===== src/rtl/jtag_host_shifter.sv =====
`timescale 1ns/1ps
// jtag_host_shifter
//   Host-side JTAG scan driver. Takes IR/DR scan or TAP-reset commands over a
//   valid/ready handshake. It walks the TAP through the scan one TCK at a time
//   by driving TMS/TDI. It samples TDO during the shift and returns the
//   captured bits.
//
//   Host state X means the TAP is currently in X. The registered o_tms/o_tdi
//   are the values the TAP samples on the posedge that leaves X.
//
// Ports
//   i_tclk      TCK; every state update happens on its rising edge
//   i_trst_n    asynchronous reset, active HIGH (asserted = 1)
//   i_cmdValid  command present         o_cmdReady  command can be accepted
//   i_cmdTlr    command is a TAP reset  i_cmdIr     1 = IR scan, 0 = DR scan
//   i_cmdLen    scan length in bits     i_cmdData   TDI bits, LSB first
//   o_tms/o_tdi to the TAP              i_tdo       from the TAP
//   o_rspValid  one-cycle pulse when a scan completes
//   o_rspData   captured TDO bits, right-aligned, upper bits zero
//   o_busy      host is not idle
//
// Configuration
//   JTAG_HOST_TLR_ON_RESET_EN: when defined, the host resets the TAP by itself
//   after reset deassertion (5 x TMS=1, then TMS=0) before it accepts commands.
module jtag_host_shifter #(
    parameter int MAX_LEN = 32,
    parameter int LEN_W   = $clog2(MAX_LEN + 1)
) (
    input  logic               i_tclk,
    input  logic               i_trst_n,
    input  logic               i_cmdValid,
    output logic               o_cmdReady,
    input  logic               i_cmdTlr,
    input  logic               i_cmdIr,
    input  logic [LEN_W-1:0]   i_cmdLen,
    input  logic [MAX_LEN-1:0] i_cmdData,
    output logic               o_tms,
    output logic               o_tdi,
    input  logic               i_tdo,
    output logic               o_rspValid,
    output logic [MAX_LEN-1:0] o_rspData,
    output logic               o_busy
);

    typedef enum logic [3:0] {
        ST_IDLE, ST_START, ST_SEL_DR, ST_SEL_IR, ST_CAPTURE, ST_SHIFT,
        ST_EXIT1, ST_UPDATE, ST_TLR, ST_TLR_RTI, ST_BOOT
    } state_t;

`ifdef JTAG_HOST_TLR_ON_RESET_EN
    localparam state_t ST_RESET = ST_BOOT;
`else
    localparam state_t ST_RESET = ST_IDLE;
`endif

    // Five TMS=1 cycles reach Test-Logic-Reset from any TAP state.
    localparam logic [2:0] TLR_LAST = 3'd4;

    function automatic logic [LEN_W-1:0] f_clamp_len(input logic [LEN_W-1:0] len);
        if (len == '0)
            return LEN_W'(1);
        else if (len > LEN_W'(MAX_LEN))
            return LEN_W'(MAX_LEN);
        else
            return len;
    endfunction

    state_t             r_state;
    state_t             w_state_nxt;
    logic [LEN_W-1:0]   r_cnt;
    logic [LEN_W-1:0]   w_cnt_nxt;
    logic [2:0]         r_tlrCnt;
    logic [2:0]         w_tlrCnt_nxt;
    logic               r_tms;
    logic               r_tdi;
    logic               w_tms_nxt;
    logic               w_tdi_nxt;
    logic               r_rspValid;
    logic [MAX_LEN-1:0] r_rspData;
    logic               r_ir;
    logic [LEN_W-1:0]   r_len;
    logic [MAX_LEN-1:0] r_data;
    logic [MAX_LEN-1:0] r_cap;
    logic [MAX_LEN-1:0] w_shiftData;
    logic               w_accept;
    logic               w_lastBit;

    // The response pulse blocks acceptance, so a command never starts in the
    // cycle a response is emitted.
    assign o_cmdReady = (r_state == ST_IDLE) && !r_rspValid;
    assign w_accept   = i_cmdValid && o_cmdReady;
    assign w_lastBit  = (r_cnt == r_len - LEN_W'(1));

    always_comb begin
        w_state_nxt  = r_state;
        w_cnt_nxt    = r_cnt;
        w_tlrCnt_nxt = r_tlrCnt;
        case (r_state)
            ST_IDLE: begin
                if (w_accept) begin
                    if (i_cmdTlr) begin
                        w_state_nxt  = ST_TLR;
                        w_tlrCnt_nxt = '0;
                    end else begin
                        w_state_nxt  = ST_START;
                    end
                end
            end
            ST_START:   w_state_nxt = ST_SEL_DR;
            ST_SEL_DR:  w_state_nxt = r_ir ? ST_SEL_IR : ST_CAPTURE;
            ST_SEL_IR:  w_state_nxt = ST_CAPTURE;
            ST_CAPTURE: begin
                w_state_nxt = ST_SHIFT;
                w_cnt_nxt   = '0;
            end
            ST_SHIFT: begin
                if (w_lastBit)
                    w_state_nxt = ST_EXIT1;
                else
                    w_cnt_nxt   = r_cnt + LEN_W'(1);
            end
            ST_EXIT1:   w_state_nxt = ST_UPDATE;
            ST_UPDATE:  w_state_nxt = ST_IDLE;
            ST_TLR: begin
                if (r_tlrCnt == TLR_LAST)
                    w_state_nxt  = ST_TLR_RTI;
                else
                    w_tlrCnt_nxt = r_tlrCnt + 3'd1;
            end
            ST_TLR_RTI: w_state_nxt = ST_IDLE;
            ST_BOOT: begin
                w_state_nxt  = ST_TLR;
                w_tlrCnt_nxt = '0;
            end
            default:    w_state_nxt = ST_IDLE;
        endcase
    end

    // TMS/TDI are derived from the state being entered, so the registered pins
    // hold the value the TAP samples at the end of that state.
    assign w_shiftData = r_data >> w_cnt_nxt;

    always_comb begin
        w_tms_nxt = 1'b0;
        w_tdi_nxt = 1'b0;
        case (w_state_nxt)
            ST_START:  w_tms_nxt = 1'b1;
            ST_SEL_DR: w_tms_nxt = r_ir;
            ST_SHIFT: begin
                w_tms_nxt = (w_cnt_nxt == r_len - LEN_W'(1));
                w_tdi_nxt = w_shiftData[0];
            end
            ST_EXIT1:  w_tms_nxt = 1'b1;
            ST_TLR:    w_tms_nxt = 1'b1;
            default:   w_tms_nxt = 1'b0;
        endcase
    end

    always_ff @(posedge i_tclk or posedge i_trst_n) begin
        if (i_trst_n) begin
            r_state    <= ST_RESET;
            r_cnt      <= '0;
            r_tlrCnt   <= '0;
            r_tms      <= 1'b0;
            r_tdi      <= 1'b0;
            r_rspValid <= 1'b0;
            r_rspData  <= '0;
        end else begin
            r_state    <= w_state_nxt;
            r_cnt      <= w_cnt_nxt;
            r_tlrCnt   <= w_tlrCnt_nxt;
            r_tms      <= w_tms_nxt;
            r_tdi      <= w_tdi_nxt;
            r_rspValid <= (r_state == ST_UPDATE);
            if (r_state == ST_UPDATE)
                r_rspData <= r_cap;
        end
    end

    // Command fields and the capture buffer need no reset: they are always
    // loaded on acceptance before any scan state reads them.
    always_ff @(posedge i_tclk) begin
        if (w_accept && !i_cmdTlr) begin
            r_ir   <= i_cmdIr;
            r_len  <= f_clamp_len(i_cmdLen);
            r_data <= i_cmdData;
            r_cap  <= '0;
        end else if (r_state == ST_SHIFT) begin
            r_cap  <= r_cap | ({{(MAX_LEN-1){1'b0}}, i_tdo} << r_cnt);
        end
    end

    assign o_tms      = r_tms;
    assign o_tdi      = r_tdi;
    assign o_rspValid = r_rspValid;
    assign o_rspData  = r_rspData;
    assign o_busy     = (r_state != ST_IDLE);

endmodule


===== config.mk =====
export PLATFORM = sky130hd
export DESIGN_NAME = jtag_host_shifter
export DESIGN_NICKNAME = d
export VERILOG_FILES = /design/src/rtl/jtag_host_shifter.sv
export SDC_FILE = /design/constraint.sdc
export NUM_CORES = 1
export LEC_CHECK = 0
export BUFFER_PORTS_ARGS = -buffer_cell sky130_fd_sc_hd__buf_4
export CAP_MARGIN = 20
export CORE_MARGIN = 2
export CORE_UTILIZATION = 33
export DETAILED_ROUTE_END_ITERATION = 8
export SLEW_MARGIN = 20
export SYNTH_ARGS = -nofsm -noshare
export SYNTH_HDL_FRONTEND = slang
export SYNTH_SLANG_ARGS = --single-unit

===== constraint.sdc =====
create_clock -name i_tclk -period 3.8 [get_ports i_tclk]
set_clock_uncertainty 0.05 [all_clocks]
set_input_delay 0.57 -clock i_tclk [delete_from_list [all_inputs] [get_ports i_tclk]]
set_output_delay 0.57 -clock i_tclk [all_outputs]
set_load 0.05 [all_outputs]

### Word-level counts from Yosys, hierarchy flattened

Index checks and enable logic that the tools add are counted.
Widths: inputs -> output; s select.

| storage, ports and cells | value |
|---|---|
| register bits after elaboration | 119 |
| bits of input ports | 44 |

| operators by class | value |
|---|---|
| add/subtract/negate cells | 3 |
| magnitude comparators | 1 |
| equality and inequality tests | 20 |
| shift-type cells | 2 |
| multiplexer cells | 15 |
| bitwise gates (word level) | 1 |
| reduce and logical (&&, ||, !) cells | 12 |

Operator list:

| operator | count |
|---|---|
| $pmux 4 s9 | 1 |
| $or 32x32->32 | 1 |
| $shl 1x6->32 | 1 |
| $shr 32x6->1 | 1 |
| $eq 4x3->1 const B | 6 |
| $mux 4 | 4 |
| $eq 4x2->1 const B | 3 |
| $eq 4x4->1 const B | 3 |
| $eq 6x6->1 | 2 |
| $mux 3 | 4 |
| $mux 6 | 2 |
| $pmux 6 s2 | 1 |
| $pmux 3 s3 | 1 |
| $eq 4x1->1 const B | 2 |
| $add 6x1->6 const B | 1 |
| $gt 6x6->1 const B | 1 |
| $logic_not 6->1 | 1 |
| $ne 2x2->1 const B | 3 |
| $sub 6x1->6 const B | 1 |
| $logic_not 4->1 | 1 |
| $reduce_and 4->1 | 1 |
| $reduce_bool 4->1 | 1 |
| $add 3x1->3 const B | 1 |
| $eq 3x3->1 const B | 1 |
| other kinds (7) | 10 |

### Logic depth before layout (Yosys ltp)

| depth | value |
|---|---|
| depth in word-level cells | 8 |
| depth in mapped cells | 14 |

### Worst setup path before layout

OpenSTA, ideal clock, no wires.

| timing path | value |
|---|---|
| kind | register -> register |
| start point | register r_state[2] |
| end point | register r_data[0] (enable) |
| library setup time | 0.419 ns |
| arrival time | 3.052 ns |
| data required time | 3.331 ns |
| setup slack | 0.279 ns |
| cell stages (with the launch flop) | 6 |
| cell sequence | dfrtp_1 buf_2 nor2_1 nand2_1 nor4b_1 clkbuf_1 |

| between the ends | value |
|---|---|
| word-level cells in the longest chain between the ends | 4 |

Ends and longest elaborated chain:

| element | RTL line | source |
|---|---|---|
| start: declaration | 68 | `state_t r_state;` |
| start signal: assignment | 169 | `r_state <= w_state_nxt;` |
| $logic_not 4->1 | 90 | `assign o_cmdReady = (r_state == ST_IDLE) && !r_rspValid;` |
| $logic_and 1x1->1 | 90 |  |
| $logic_and 1x1->1 | 91 | `assign w_accept = i_cmdValid && o_cmdReady;` |
| $logic_and 1x1->1 | 183 | `if (w_accept && !i_cmdTlr) begin` |
| end signal: assignment | 186 | `r_data <= i_cmdData;` |
| end: declaration | 82 | `logic [MAX_LEN-1:0] r_data;` |

Every way passes these cells.
A chain may end at the register's enable or synchronous reset.

### Worst setup path after layout

| timing path | value |
|---|---|
| start point | register r_len[0] |
| end point | register r_tdi (netlist: o_tdi) |

| between the ends | value |
|---|---|
| word-level cells in the longest chain between the ends | 6 |
| elaborated cells on any way between the ends | 9 |
| those cells by class | 1 x add/sub; 2 x eq/ne; 1 x shift; 5 x mux |

Ends and longest elaborated chain:

| element | RTL line | source |
|---|---|---|
| start: declaration | 81 | `logic [LEN_W-1:0] r_len;` |
| start signal: assignment | 185 | `r_len <= f_clamp_len(i_cmdLen);` |
| $sub 6x1->6 (*) | 92 | `assign w_lastBit = (r_cnt == r_len - LEN_W'(1));` |
| $eq 6x6->1 (*) | 92 |  |
| $mux 6 or $mux 4 (tied branches) | 117 | `if (w_lastBit)` |
| $pmux 6 s2 or $pmux 4 s9 (tied branches) | 98 | `case (r_state)` |
| $shr 32x6->1 or $eq 4x3->1 (tied branches) | 141, 146 |  |
| $mux 1 (*) | 146 | `case (w_state_nxt)` |
| via w_tdi_nxt | 77 | `logic w_tdi_nxt;` |
| end signal: assignment | 173 | `r_tdi <= w_tdi_nxt;` |
| end: declaration | 75 | `logic r_tdi;` |

The timed path passes the listed nets; every way through them passes the cells marked *.

==> metrics <==
Post-DRT Antenna Nets 0; Post-Layout Cell Count 779; Data arrival, critical path roughly 3.5 ns; PD cells 659.5 nW/µm²; Setup Buffers After CTS 0; clock insertion delay at the later pin of the skew report around 0.42 ns; min-delay worst type in -> async; post-route cell area roughly 6500 µm²; CTS tree built; worst path buffer plus inverter count 1; hpwl dp just under 8 mm; GRT Overall Usage approximately 15%; synthesized flop and latch total about 120; Nets 626; most used cell, CP mux2i_1; routability cong. slightly above 0.8; vias per inst roughly 4.9; vias in the first global route between 3000 and 4000; Syn Area/Cell between 10 and 15 µm²; clock-pin slew on the worst setup and hold paths 0.06 ns; Critical Path Fanout Max 7; CP max stage delay ~0.46 ns; Internal 2.838 mW; drt pass-1 iters 5; CTS max path bufs 2; number of synthesized flops with an enable pin 39; Vias between 3000 and 4000; outcome finished, final reports clean; drt drc 0; Port Buf Inserts 80; die height 128.5 µm; share of layout cells above drive strength 1 between 20% and 30%; hold bufs inserted after CTS 0; standard-cell row count 45; Fin Setup TNS 0 ns; area leader, netlist dfrtp_1; cts bufs inserted 17; starting density of the core 33.77%; filler instances 1454; Root Buffer clkbuf_16; Post-Syn Instances roughly 500; Wirelength per Cell between 10 and 15 µm; H-Tree Level Count 4; Yosys Warn Count 0; worst slew pin tran 1.038 ns; Final Hold Viols 0; Clk network pwr share a little under two fifths; top-count cell post-synth nand2_1; Cell variety after synth 61; Ports 81; relative slew slack between 30% and 40%; n_diodes 0; Multi-input gate area 1936 µm²; final setup violating endpoints 0; maximum vdd ir drop approximately 0.00042 V; Die Span X approximately 130 µm; ys async rst share between 40% and 50%; clock sink count approximately 120; Area Overhead vs Synth 26.20%; minimum clock period around 3.3 ns; drt total wl approximately 11 mm; leak pwr 2.901 nW; CP Capture Type flip-flop; dpl cells approximately 750; Syn Nets between 500 and 600; Crit path max-delay family simple AND/OR/NAND/NOR gates; final hold slack about 0.25 ns; Mapped Area a little over 5000 µm²; Post-synth top flop dfrtp_1; sequential area share after synthesis around three fifths; Core Area between 15000 and 20000 µm²; fin util approximately 43%; Net Sw Frac 33.33%; DIE AREA 16510 µm²; initial DRC count between 200 and 250; Comb pwr share approximately a quarter; WP data required ~4.1 ns; post-synth top area share 23.48%; initial antenna violation count 0; main area contributors after synthesis dfrtp_1 (23%), edfxtp_1 (23%), dfxtp_1 (13%); first-pass GRT wire length about 19 mm; pre-CTS setup slack approximately 0.5 ns; Remaining Overflow, GRT 0; Final Max Slew Viols 0; CP max-delay cell edfxtp_1; Startpoint Class flip-flop; PnR worst setup slack 0.5352 ns; RSZ-0062 raised after global routing no; max cap viols 0; worst-path cell chain inv_1 -> ha_1 -> nor3b_2 -> xnor3_1 -> nand4_1 -> mux2i_1 -> nand2_1 -> mux2i_1 -> a2111oi_2 -> nor3_1 -> a211oi_1; placed instance area slightly below 6000 µm²; P_sw 1.419 mW; Seq pwr share a little under two fifths; Total Power around 4.3 mW; Post-synth top cells nand2_1 (109), nor2_1 (55), dfrtp_1 (48); Max Freq ~0.31 GHz; final period utilization approximately 86%; Crit Path Class reg -> reg; register area ~3000 µm²; Resized cells post-CTS 0; largest net degree at the start of global routing 72
[power by group through the flow]
stage          logic (mW)  clock network, mW  registers [mW]
2_1_floorplan       0.794                  0            1.62
3_3_place_gp         1.05                  0            1.62
3_5_place_dp         1.07                  0            1.63
4_1_cts              1.07               1.63            1.60
5_1_grt              1.16               1.70            1.63
6_report             1.06               1.60            1.60
[final timing paths]
check                              start            end  slack (ns)  cells past startpoint
min in group i_tclk        i_cmdData[20]     r_data[20]        0.27                      1
min reg2reg                     r_cap[3]   o_rspData[3]        0.38                      2
min                             i_trst_n   o_rspData[0]        0.25                      2
max reg2reg                     r_len[0]          o_tdi        0.54                     11
max in group asynchronous       i_trst_n  o_rspData[21]        2.92                      2
max                             r_len[0]          o_tdi        0.54                     11
[per-layer routing]
layer | vias to the layer above | track usage, % | share of wire [%]
li1 | 1899 | - | -
met1 | 1807 | 18.87 | 45
met2 | 126 | 23.00 | 47
met3 | 15 | 5.489 | 7.4
met4 | 0 | 6.266 | 1.3
met5 | - | 0 | 0
[area by class of cell]
cell class              instances  area share [%]
clock inverters                13           2.248
well taps                     188           3.644
multi-input cells             344           29.99
repair buffers                 83           9.653
inverters                      13          0.7753
flip-flops and latches        119           46.68
clock buffers                  19           7.017
[kinds of logic (layout without fill, tap and decap cells)]
| family | Yosys count | count (layout) | synth area share (%) |
|---|---|---|---|
| multiplexers | 14 | 14 | 2.764 |
| XOR/XNOR | 17 | 17 | 3.449 |
| AO/OA/AOI/OAI | 87 | 87 | 11.18 |
| buffers and inverters | 39 | 128 | 3.376 |
| flip-flops | 119 | 119 | 58.90 |
| adder cells (fa/ha/maj) | 4 | 4 | 0.9785 |
| AND/OR/NAND/NOR | 222 | 222 | 19.35 |
[sequential cells by signal, indices dropped and copies added (netlist names)]
register,cells
o_rspData,32
r_cap,32
r_data,32
r_cnt,6
r_len,6
r_state,4
r_tlrCnt,3
o_rspValid,1
o_tdi,1
o_tms,1
r_ir,1
[placed cells by master (no fill, tap or decap), drive strengths merged, types with 2 or more instances in the layout]
cell type  instances
inv               15
edfxtp            39
o22ai              4
nand4              2
nor2b              6
a211oi             7
a22oi              3
xnor2             11
clkinv             9
xor2               4
nor3              11
nand2b             4
a21o               3
a21oi             41
mux2i             13
ha                 4
nor3b              2
clkbuf            19
a31oi              3
and4               3
a2bb2oi            2
o21ai             10
xnor3              2
dfxtp             32
dfrtp             48
bufinv             2
nand2            110
nand3b             2
a311oi             3
a21boi             2
nor4               4
and2               4
and3               4
a2111oi            2
nor2              55
buf               83
nand3             10
(Power assumes the default switching activity.)
